**src/rtl/wshb_arbiter.sv**
```systemverilog
// Round-robin Wishbone arbiter: NUM_M masters share one slave, grant held for a full CYC tenure.
// Optional slave watchdog enabled by defining WSHB_ARB_TIMEOUT_EN.
module wshb_arbiter #(
   parameter int NUM_M   = 4,
   parameter int ADR_W   = 32,
   parameter int DAT_W   = 32,
   parameter int SEL_W   = 4,
   parameter int TIMEOUT = 16
) (
   input  logic                   clk,
   input  logic                   rst,
   input  logic [NUM_M-1:0]       m_cyc_i,
   input  logic [NUM_M-1:0]       m_stb_i,
   input  logic [NUM_M-1:0]       m_we_i,
   input  logic [NUM_M*ADR_W-1:0] m_adr_i,
   input  logic [NUM_M*SEL_W-1:0] m_sel_i,
   input  logic [NUM_M*DAT_W-1:0] m_dat_i,
   output logic [DAT_W-1:0]       m_dat_o,
   output logic [NUM_M-1:0]       m_ack_o,
   output logic [NUM_M-1:0]       m_err_o,
   output logic [NUM_M-1:0]       m_rty_o,
   output logic                   s_cyc_o,
   output logic                   s_stb_o,
   output logic                   s_we_o,
   output logic [ADR_W-1:0]       s_adr_o,
   output logic [SEL_W-1:0]       s_sel_o,
   output logic [DAT_W-1:0]       s_dat_o,
   input  logic [DAT_W-1:0]       s_dat_i,
   input  logic                   s_ack_i,
   input  logic                   s_err_i,
   input  logic                   s_rty_i,
   output logic [NUM_M-1:0]       gnt_o
);

   localparam int IDX_W = (NUM_M > 1) ? $clog2(NUM_M) : 1;

   typedef enum logic {IDLE, GRANT} state_t;

   state_t           state_reg, state_next;
   logic [NUM_M-1:0] gnt_reg, gnt_next;
   logic [IDX_W-1:0] last_reg, last_next;
   logic [IDX_W-1:0] sel_idx;
   logic [IDX_W-1:0] cand_idx;
   logic             sel_found;
   logic             timeout_hit;

   logic [ADR_W-1:0] adr_masked [NUM_M];
   logic [SEL_W-1:0] sel_masked [NUM_M];
   logic [DAT_W-1:0] dat_masked [NUM_M];

   // Round-robin search starting just after the last granted master.
   always_comb begin
      sel_found = 1'b0;
      sel_idx   = last_reg;
      cand_idx  = '0;
      for (int i = 1; i <= NUM_M; i++) begin
         cand_idx = IDX_W'((int'(last_reg) + i) % NUM_M);
         if (!sel_found && m_cyc_i[cand_idx]) begin
            sel_found = 1'b1;
            sel_idx   = cand_idx;
         end
      end
   end

   always_comb begin
      state_next = state_reg;
      gnt_next   = gnt_reg;
      last_next  = last_reg;
      case (state_reg)
         IDLE: begin
            if (sel_found) begin
               state_next = GRANT;
               gnt_next   = {{(NUM_M-1){1'b0}}, 1'b1} << sel_idx;
               last_next  = sel_idx;
            end
         end
         GRANT: begin
            if (!m_cyc_i[last_reg]) begin
               state_next = IDLE;
               gnt_next   = '0;
            end
         end
         default: begin
            state_next = IDLE;
            gnt_next   = '0;
         end
      endcase
   end

   always_ff @(posedge clk) begin
      if (!rst) begin
         state_reg <= IDLE;
         gnt_reg   <= '0;
         last_reg  <= IDX_W'(NUM_M - 1);
      end else begin
         state_reg <= state_next;
         gnt_reg   <= gnt_next;
         last_reg  <= last_next;
      end
   end

`ifdef WSHB_ARB_TIMEOUT_EN
   localparam int CNT_W = $clog2(TIMEOUT) + 1;
   logic [CNT_W-1:0] wd_cnt_reg;

   assign timeout_hit = (state_reg == GRANT) && (wd_cnt_reg == CNT_W'(TIMEOUT));

   always_ff @(posedge clk) begin
      if (!rst || state_reg != GRANT || timeout_hit || s_ack_i || s_err_i || s_rty_i) begin
         wd_cnt_reg <= '0;
      end else if (s_stb_o) begin
         wd_cnt_reg <= wd_cnt_reg + 1'b1;
      end
   end
`else
   assign timeout_hit = 1'b0;
`endif

   // Every field is AND-gated by its grant bit, so the slave sees all zeros while idle.
   genvar gi;
   generate
      for (gi = 0; gi < NUM_M; gi++) begin : g_mask
         assign adr_masked[gi] = m_adr_i[gi*ADR_W +: ADR_W] & {ADR_W{gnt_reg[gi]}};
         assign sel_masked[gi] = m_sel_i[gi*SEL_W +: SEL_W] & {SEL_W{gnt_reg[gi]}};
         assign dat_masked[gi] = m_dat_i[gi*DAT_W +: DAT_W] & {DAT_W{gnt_reg[gi]}};
      end
   endgenerate

   always_comb begin
      s_adr_o = '0;
      s_sel_o = '0;
      s_dat_o = '0;
      for (int k = 0; k < NUM_M; k++) begin
         s_adr_o = s_adr_o | adr_masked[k];
         s_sel_o = s_sel_o | sel_masked[k];
         s_dat_o = s_dat_o | dat_masked[k];
      end
   end

   assign s_cyc_o = |(m_cyc_i & gnt_reg);
   assign s_stb_o = |(m_stb_i & gnt_reg);
   assign s_we_o  = |(m_we_i & gnt_reg);

   assign m_ack_o = gnt_reg & {NUM_M{s_ack_i}};
   assign m_err_o = gnt_reg & {NUM_M{s_err_i | timeout_hit}};
   assign m_rty_o = gnt_reg & {NUM_M{s_rty_i}};
   assign m_dat_o = s_dat_i;
   assign gnt_o   = gnt_reg;

endmodule

```
**config.mk**
```make
export PLATFORM = sky130hd
export DESIGN_NAME = wshb_arbiter
export DESIGN_NICKNAME = d
export VERILOG_FILES = /design/src/rtl/wshb_arbiter.sv
export SDC_FILE = /design/constraint.sdc
export NUM_CORES = 1
export LEC_CHECK = 0
export BUFFER_PORTS_ARGS = -buffer_cell sky130_fd_sc_hd__buf_2
export CORE_AREA = 2 2 169 171
export CTS_BUF_LIST = sky130_fd_sc_hd__clkbuf_16
export CTS_CLUSTER_SIZE = 25
export DETAILED_ROUTE_END_ITERATION = 10
export DIE_AREA = 0 0 171 173
export GPL_TIMING_DRIVEN = 0
export HOLD_SLACK_MARGIN = 0.03
export MAX_ROUTING_LAYER = met4
export PLACE_DENSITY = 0.4
export SETUP_SLACK_MARGIN = 0.15
export SYNTH_ARGS = -nofsm -noshare
export SYNTH_HDL_FRONTEND = slang
export SYNTH_SLANG_ARGS = --single-unit
```
**constraint.sdc**
```tcl
create_clock -name clk -period 1.7 [get_ports clk]
set_input_delay 0.34 -clock clk [delete_from_list [all_inputs] [get_ports clk]]
set_output_delay 0.34 -clock clk [all_outputs]
set_load 0.005 [all_outputs]
```
==> metrics.md, run 1 <==
| Metric | Value |
|---|---|
| Outcome | complete, but fails checks |
| Failing checks | setup timing |
| R2R Path End | gnt_o[0] |
| Final ANT Viol Nets | 0 |
| Crit path buffers/inverters | 3 |
| Critical hold path startpoint | rst |
| Synthesis-stage register bit count | 7 |
| Hold path endpoint | last_reg[1] |
| Detail Placement HPWL | between 15 and 20 mm |
| Final hold violation count | 0 |
| Setup TNS | -0.113 ns |
| Ports | 440 |
| Net Sw Frac | 39.3% |
| Post-synthesis adder-cell area fraction | 0% |
| Initial antenna violation count | 2 |
| Global Route met2 Usage | 21.6% |
| Synth top cells by count | a22oi_1 (142), nand2_1 (74), buf_4 (32) |
| CTS Hold Bufs | 0 |
| Slowest cell on the critical path | dfxtp_4 |
| Sw power | ~1.1 mW |
| Cell depth of the worst flop-to-flop path | 5 |
| Critical path type | reg -> out |
| Most common cell in the netlist | a22oi_1 |
| Seq pwr share | roughly 8.0% |
| Dpl ws | -1.11 ns |
| CP Data Arrival Time | around 1.4 ns |
| Die area | 29600 um^2 |
| Max_cap viols | 0 |
| Critical-path cell list | clkbuf_16 > buf_4 > a22oi_1 > nand2_1 > buf_2 |
| Die span in x | roughly 170 um |
| Synth top area share | roughly half |
| RePlAce Congestion | 0.819 |
| Delay of the slowest cell on the worst path | 0.36 ns |
| Area leader, netlist | a22oi_1 |
| Footprint of the multi-input gates | ~2000 um^2 |
| Combinational family with the most area after synthesis | compound AO/OA/AOI/OAI gates |
| Largest cells by area after synthesis | a22oi_1 (49%), nand2_1 (13%), buf_4 (11%) |
| Critical Path RT | approximately 1.4 ns |
| GRT Residual Overflow | 0 |
| Pre-antenna DRT Iters | 4 |
| Final Net Count | roughly 1100 |
| Worst Skew | around 0.00055 ns |
| Storage element area | 155 um^2 |
| Post-synthesis mux area share | approximately 1.5% |
| Non-filler cells, final | between 1000 and 1500 |
| Longest Clk Path Bufs | 2 |
| Clock Root Buffer | clkbuf_16 |
| Slew HR | roughly 73% |
| M3 GR Usage | 1.01% |
| Number of global-route vias before repair | just over 4000 |
| P&R area growth vs syn | 175% |
| DR vias/cell | 3.87 |
| Worst-Skew Late Latency | about 0.23 ns |
| Logic gate share of total power | 77.9% |
| Min-delay worst type | in -> reg |
| CTS tree | yes |
| TritonCTS buffer count | 3 |
| PortBufs | 407 |
| Final setup violation count | 7 |
| DRC Markers | 0 |
| Hold path depth | 2 |
| Crit start category | flop |
| Xor/xnor cell area share of the yosys netlist | 0% |
| Post-synthesis cell type count | 31 |
| Final Max Tran Viols | 0 |
| Avg WL per Cell | between 15 and 20 um |
| Worst r2r src | last_reg[1] |
| Max VDD drop | ~0.2 mV |
| Clock Sinks | 7 |
| Register area share after synthesis | approximately 6.4% |
| Simple-gate share of the synthesized area | a little over a fifth |
| Num rows | around 60 |
| Leak | 3.18 nW |
| Post-place instance area | approximately 4700 um^2 |
| Core ar. | 27600 um^2 |
| Pint | approximately 1.7 mW |
| Cell total after placement | ~1100 |
| Clock transition at path regs | approximately 0.040 ns |
| First-pass GRT wire length | approximately 25 mm |
| Compound-cell area share of the yosys netlist | a little over half |
| DRT Wirelength | about 20 mm |
| Synth Flop Type | dfxtp_1 |
| YS warnings | 0 |
| DR vias | approximately 4400 |
| Detailed Route Iter0 Violations | about 160 |
| Largest net degree at the start of global routing | 11 |
| PwrDens | 461 nW/um^2 |
| Max Clock Freq | 0.576 GHz |
| Post-Layout Inst Area | about 6000 um^2 |
| Setup crit end kind | output port |
| Total Power | 2.77 mW |
| Asr flop ratio synth | 0% |
| Layout cells sized above 1 | 76.4% |
| Starting Density | ~8% |
| Syn Area/Cell | around 6.6 um^2 |
| RSZ-0062 raised after global routing | yes |
| Final Worst Setup Slack | -0.0352 ns |
| Fin util | ~22% |
| Tcrit/Tclk final | 102% |
| Mapped Area | roughly 2200 um^2 |
| GR peak layer | met2 |
| Critical path's top delay family | buffers and inverters |
| Mapped Nets | 652 |
| Number of flip-flops in the largest register | 4 |
| H-tree depth | 1 |
| Worst Tran Pin Value | around 0.40 ns |
| GRT Total Usage | between 10% and 20% |
| Fillers | approximately 3200 |
| Post-synth EDFFs | 0 |
| Worst reg2reg setup slack | 0.23 ns |
| Final min period | roughly 1.7 ns |
| Die H | 173 um |
| Clock power frac | approximately 14% |
| Worst-path fanout max | 10 |
| Met1 Resource Use GR | between 10% and 20% |
| Fin Hold WS | 0.358 ns |
| Post-Synthesis Cells | roughly 330 |
[how the worst max path moves through the flow]
| stage | startpoint | end | slack, ns | cells past startpoint |
|---|---|---|---|---|
| 2_1_floorplan | gnt_o[3] | s_dat_o[17] | 0.25 | 4 |
| 3_3_place_gp | gnt_o[3] | s_dat_o[30] | -1.11 | 5 |
| 3_5_place_dp | gnt_o[3] | s_dat_o[30] | -1.11 | 5 |
| 4_1_cts | gnt_o[3] | s_dat_o[30] | -0.07 | 5 |
| 5_1_grt | gnt_o[3] | s_dat_o[30] | -0.12 | 5 |
| 6_report | gnt_o[3] | s_sel_o[0] | -0.04 | 5 |
[cell type report]
class | instances | share of cell area (%)
Tap cell | 378 | 7.87
Antenna cell | 2 | 0.0832
Inverter | 1 | 0.0624
Sequential cell | 7 | 2.58
Clock buffer | 3 | 1.25
Buffer | 65 | 13.4
Clock inverter | 1 | 0.0624
Timing Repair Buffer | 432 | 41.4
Multi-Input combinational cell | 258 | 33.4
[logic make-up after synthesis]
logic type / count (synthesis)
compound gates: 152
simple gates: 104
buf+inv: 66
flops: 7
mux: 2
[cells in the final DEF (no fill, tap or decap), drive strengths merged]
master,Yosys,layout
nand3b,2,2
o21ai,1,1
o2bb2ai,2,2
a31oi,2,2
nand2,75,75
clkbuf,26,25
a22o,2,2
nor3,2,2
diode,0,2
and3,1,1
nor3b,3,3
buf,39,475
a22oi,142,142
and3b,1,1
a21boi,1,1
mux2i,1,1
inv,1,2
nand2b,2,2
mux4,1,1
nand3,2,2
nor4,1,1
a21o,1,1
nor2,3,3
and2,12,12
a21oi,1,1
dfxtp,7,7
[routing by layer]
| metal | routed length, um | vias up |
|---|---|---|
| met2 | 10600 | 251 |
| met1 | 7660 | 2044 |
| met5 | 0 | - |
| met3 | 1240 | 12 |
| met4 | 356 | 0 |
| li1 | - | 2135 |
[power groups by stage]
| stage | clock [mW] | sequential (mW) | combinational [mW] |
|---|---|---|---|
| detailed placement | 0 | 0.210 | 1.63 |
| global placement | 0 | 0.210 | 1.63 |
| finish | 0.392 | 0.221 | 2.16 |
| global route | 0.412 | 0.227 | 2.33 |
| floorplan | 0 | 0.202 | 0.694 |
| CTS | 0.399 | 0.218 | 1.92 |
[repair_timing]
item,CTS,global route
setup endpoints to repair,85,77
gates resized for setup,140,75
gates cloned,2,11
setup buffers,9,3
pin swaps,7,25
(Power assumes the default switching activity.)
==> run 2: changes to the inputs <==
--- a/config.mk
+++ b/config.mk
@@ -16,6 +16,7 @@
 export MAX_ROUTING_LAYER = met4
 export PLACE_DENSITY = 0.4
 export SETUP_SLACK_MARGIN = 0.15
+export SKIP_CTS_REPAIR_TIMING = 1
 export SYNTH_ARGS = -nofsm -noshare
 export SYNTH_HDL_FRONTEND = slang
 export SYNTH_SLANG_ARGS = --single-unit
==> run 2 against run 1 <==
Register-to-register slack barely moved. Sequential share of layout area grew 0.21 points. Largest power group unchanged. Worst setup slack worse by 0.022 ns. The run still ends with setup timing left. Final cell count down 1.3%.
==> metrics.md, run 2 (same netlist as run 1, synthesis figures left out) <==
| Metric | Value |
|---|---|
| PwrDens | 463 nW/um^2 (+0.40%) |
| Crit start category | flop |
| GRT Total Usage | 11.0% (-0.40 points) |
| Initial antenna violation count | 1 (-1) |
| Max Clock Freq | 0.569 GHz (-1.3%) |
| Slowest cell on the critical path | a22oi_2 |
| PortBufs | 407 (unchanged) |
| Detail Placement HPWL | 15.5 mm (unchanged) |
| Footprint of the multi-input gates | 1950 um^2 (-2.7%) |
| DR vias/cell | 3.85 (-0.57%) |
| Cell depth of the worst flop-to-flop path | 5 (unchanged) |
| Leak | 3.01 nW (-5.3%) |
| Core ar. | 27600 um^2 (unchanged) |
| First-pass GRT wire length | 23.9 mm (-2.9%) |
| Critical path's top delay family | compound AO/OA/AOI/OAI gates |
| Max_cap viols | 0 (unchanged) |
| Crit path to | s_adr_o[11] |
| Worst-path fanout max | 10 (unchanged) |
| Delay of the slowest cell on the worst path | 0.40 ns (+0.04 ns) |
| RePlAce Congestion | 0.819 (unchanged) |
| Worst r2r src | last_reg[1] |
| Slew HR | 72.6% (-0.23 points) |
| Storage element area | 155 um^2 (unchanged) |
| Crit path buffers/inverters | 2 (-1) |
| R2R Path End | gnt_o[0] |
| Layout cells sized above 1 | 74.1% (-2.3 points) |
| Tcrit/Tclk final | 103% (+1.3 points) |
| Number of global-route vias before repair | 3946 (-2.3%) |
| Worst reg2reg setup slack | 0.23 ns (about the same) |
| Beginning of the critical path | gnt_o[2] |
| Clock transition at path regs | 0.04 ns (about the same) |
| Final Max Tran Viols | 0 (unchanged) |
| Dpl ws | -1.11 ns (unchanged) |
| Starting Density | 7.92% (unchanged) |
| Worst Tran Pin Value | 0.407 ns (+0.00344 ns) |
| Largest net degree at the start of global routing | 11 (unchanged) |
| TritonCTS buffer count | 3 (unchanged) |
| Die span in x | 171 um (unchanged) |
| Critical path type | reg -> out |
| Final Net Count | 1075 (-1.3%) |
| Failing checks | setup timing |
| Worst Skew | 0.00126 ns (+0.000712 ns) |
| Final hold violation count | 0 (unchanged) |
| DR WL met2 | 9.87 mm (-6.6%) |
| Longest Clk Path Bufs | 2 (unchanged) |
| Hold path depth | 2 (unchanged) |
| GRT Residual Overflow | 0 (unchanged) |
| Cell total after placement | 1116 (unchanged) |
| Fillers | 3197 (+1.0%) |
| DR vias | 4359 (-1.9%) |
| Max VDD drop | 0.202 mV (+1.2%) |
| Detailed Route Iter0 Violations | 101 (-35%) |
| Setup crit end kind | output port |
| Final ANT Viol Nets | 0 (unchanged) |
| Commonest non-fill, non-tap cells in the layout | buf_2 (405), a22oi_1 (85), nand2_1 (74) |
| Top Metal Used | met4 |
| Avg WL per Cell | 16.3 um (-5.4%) |
| Setup TNS | -0.0658 ns (+0.0468 ns) |
| Worst-Skew Late Latency | 0.23 ns (about the same) |
| Number of flip-flops in the largest register | 4 (unchanged) |
| CTS tree | yes |
| Fin util | 20.1% (-1.6 points) |
| Clock Sinks | 7 (unchanged) |
| Final min period | 1.76 ns (+0.0224 ns) |
| Pre-antenna DRT Iters | 4 (unchanged) |
| Final setup violation count | 2 (-5) |
| Total Power | 2.58 mW (-7.1%) |
| P&R area growth vs syn | 154% |
| DRC Markers | 0 (unchanged) |
| Critical-path cell list | buf_4 > a22oi_2 > nand2_1 > buf_2 |
| WP depth | 4 (-1) |
| Wire length on met1 | 7.07 mm (-7.7%) |
| H-tree depth | 1 (unchanged) |
| Critical Path RT | 1.36 ns (about the same) |
| Clock Root Buffer | clkbuf_16 |
| RSZ-0062 raised after global routing | yes |
| CP Data Arrival Time | 1.42 ns (+0.02 ns) |
| Min-delay worst type | in -> reg |
| Final Worst Setup Slack | -0.0576 ns (-0.0224 ns) |
| Commonest non-fill, non-tap cell in the layout | buf_2 |
| Die H | 173 um (unchanged) |
| Die area | 29600 um^2 (unchanged) |
| Routed wl met3 | 1.30 mm (+4.9%) |
| Outcome | complete, but fails checks |
| Num rows | 61 (unchanged) |
| Non-filler cells, final | 1132 (-1.3%) |
| Ports | 440 (unchanged) |
| DRT Wirelength | 18.5 mm (-6.7%) |
==> run 2: cell types whose count changed in the layout (fill, tap and decap cells not counted), sizes merged <==
cell and change:
buf +2, diode -1, clkbuf -16
==> run 2: metal layers <==
metal | GRT usage (%) | vias to the layer above
li1 | - | 2102
met5 | - | -
met1 | 12.2 | 1989
met3 | 1.01 | 8
met4 | 2.75 | 0
met2 | 20.7 | 260
==> run 2: area by class of cell <==
| class | instances | area share (%) |
|---|---|---|
| repair buffers | 418 | 40.1 |
| multi-input cells | 258 | 35.1 |
| plain buffers | 65 | 12.1 |
| well taps | 378 | 8.50 |
| flip-flops and latches | 7 | 2.79 |
| clock buffers | 3 | 1.35 |
| clock inverters | 1 | 0.0675 |
| inverters | 1 | 0.0675 |
| diodes | 1 | 0.0450 |
==> run 2: how the worst min path moves through the flow <==
stage	end	slack, ns	start
after CTS	last_reg[1]	0.36	rst
after global routing	last_reg[1]	0.36	rst
after global placement	last_reg[1]	0.60	rst
after detailed placement	last_reg[1]	0.60	rst
final	last_reg[1]	0.36	rst
after floorplan	last_reg[1]	0.41	rst
==> run 2: power by group <==
group / switching, mW / internal, mW
clock network: 0.0830 / 0.305
logic: 0.918 / 1.05
registers: 0.0309 / 0.184
==> run 2: stage by stage <==
step / cell area [um^2] / hold slack [ns]
detailed placement: 4700 / 0.600
global route: 5560 / 0.363
floorplan: 2190 / 0.412
CTS: 4780 / 0.359
finish: 5560 / 0.361
global placement: 4700 / 0.603
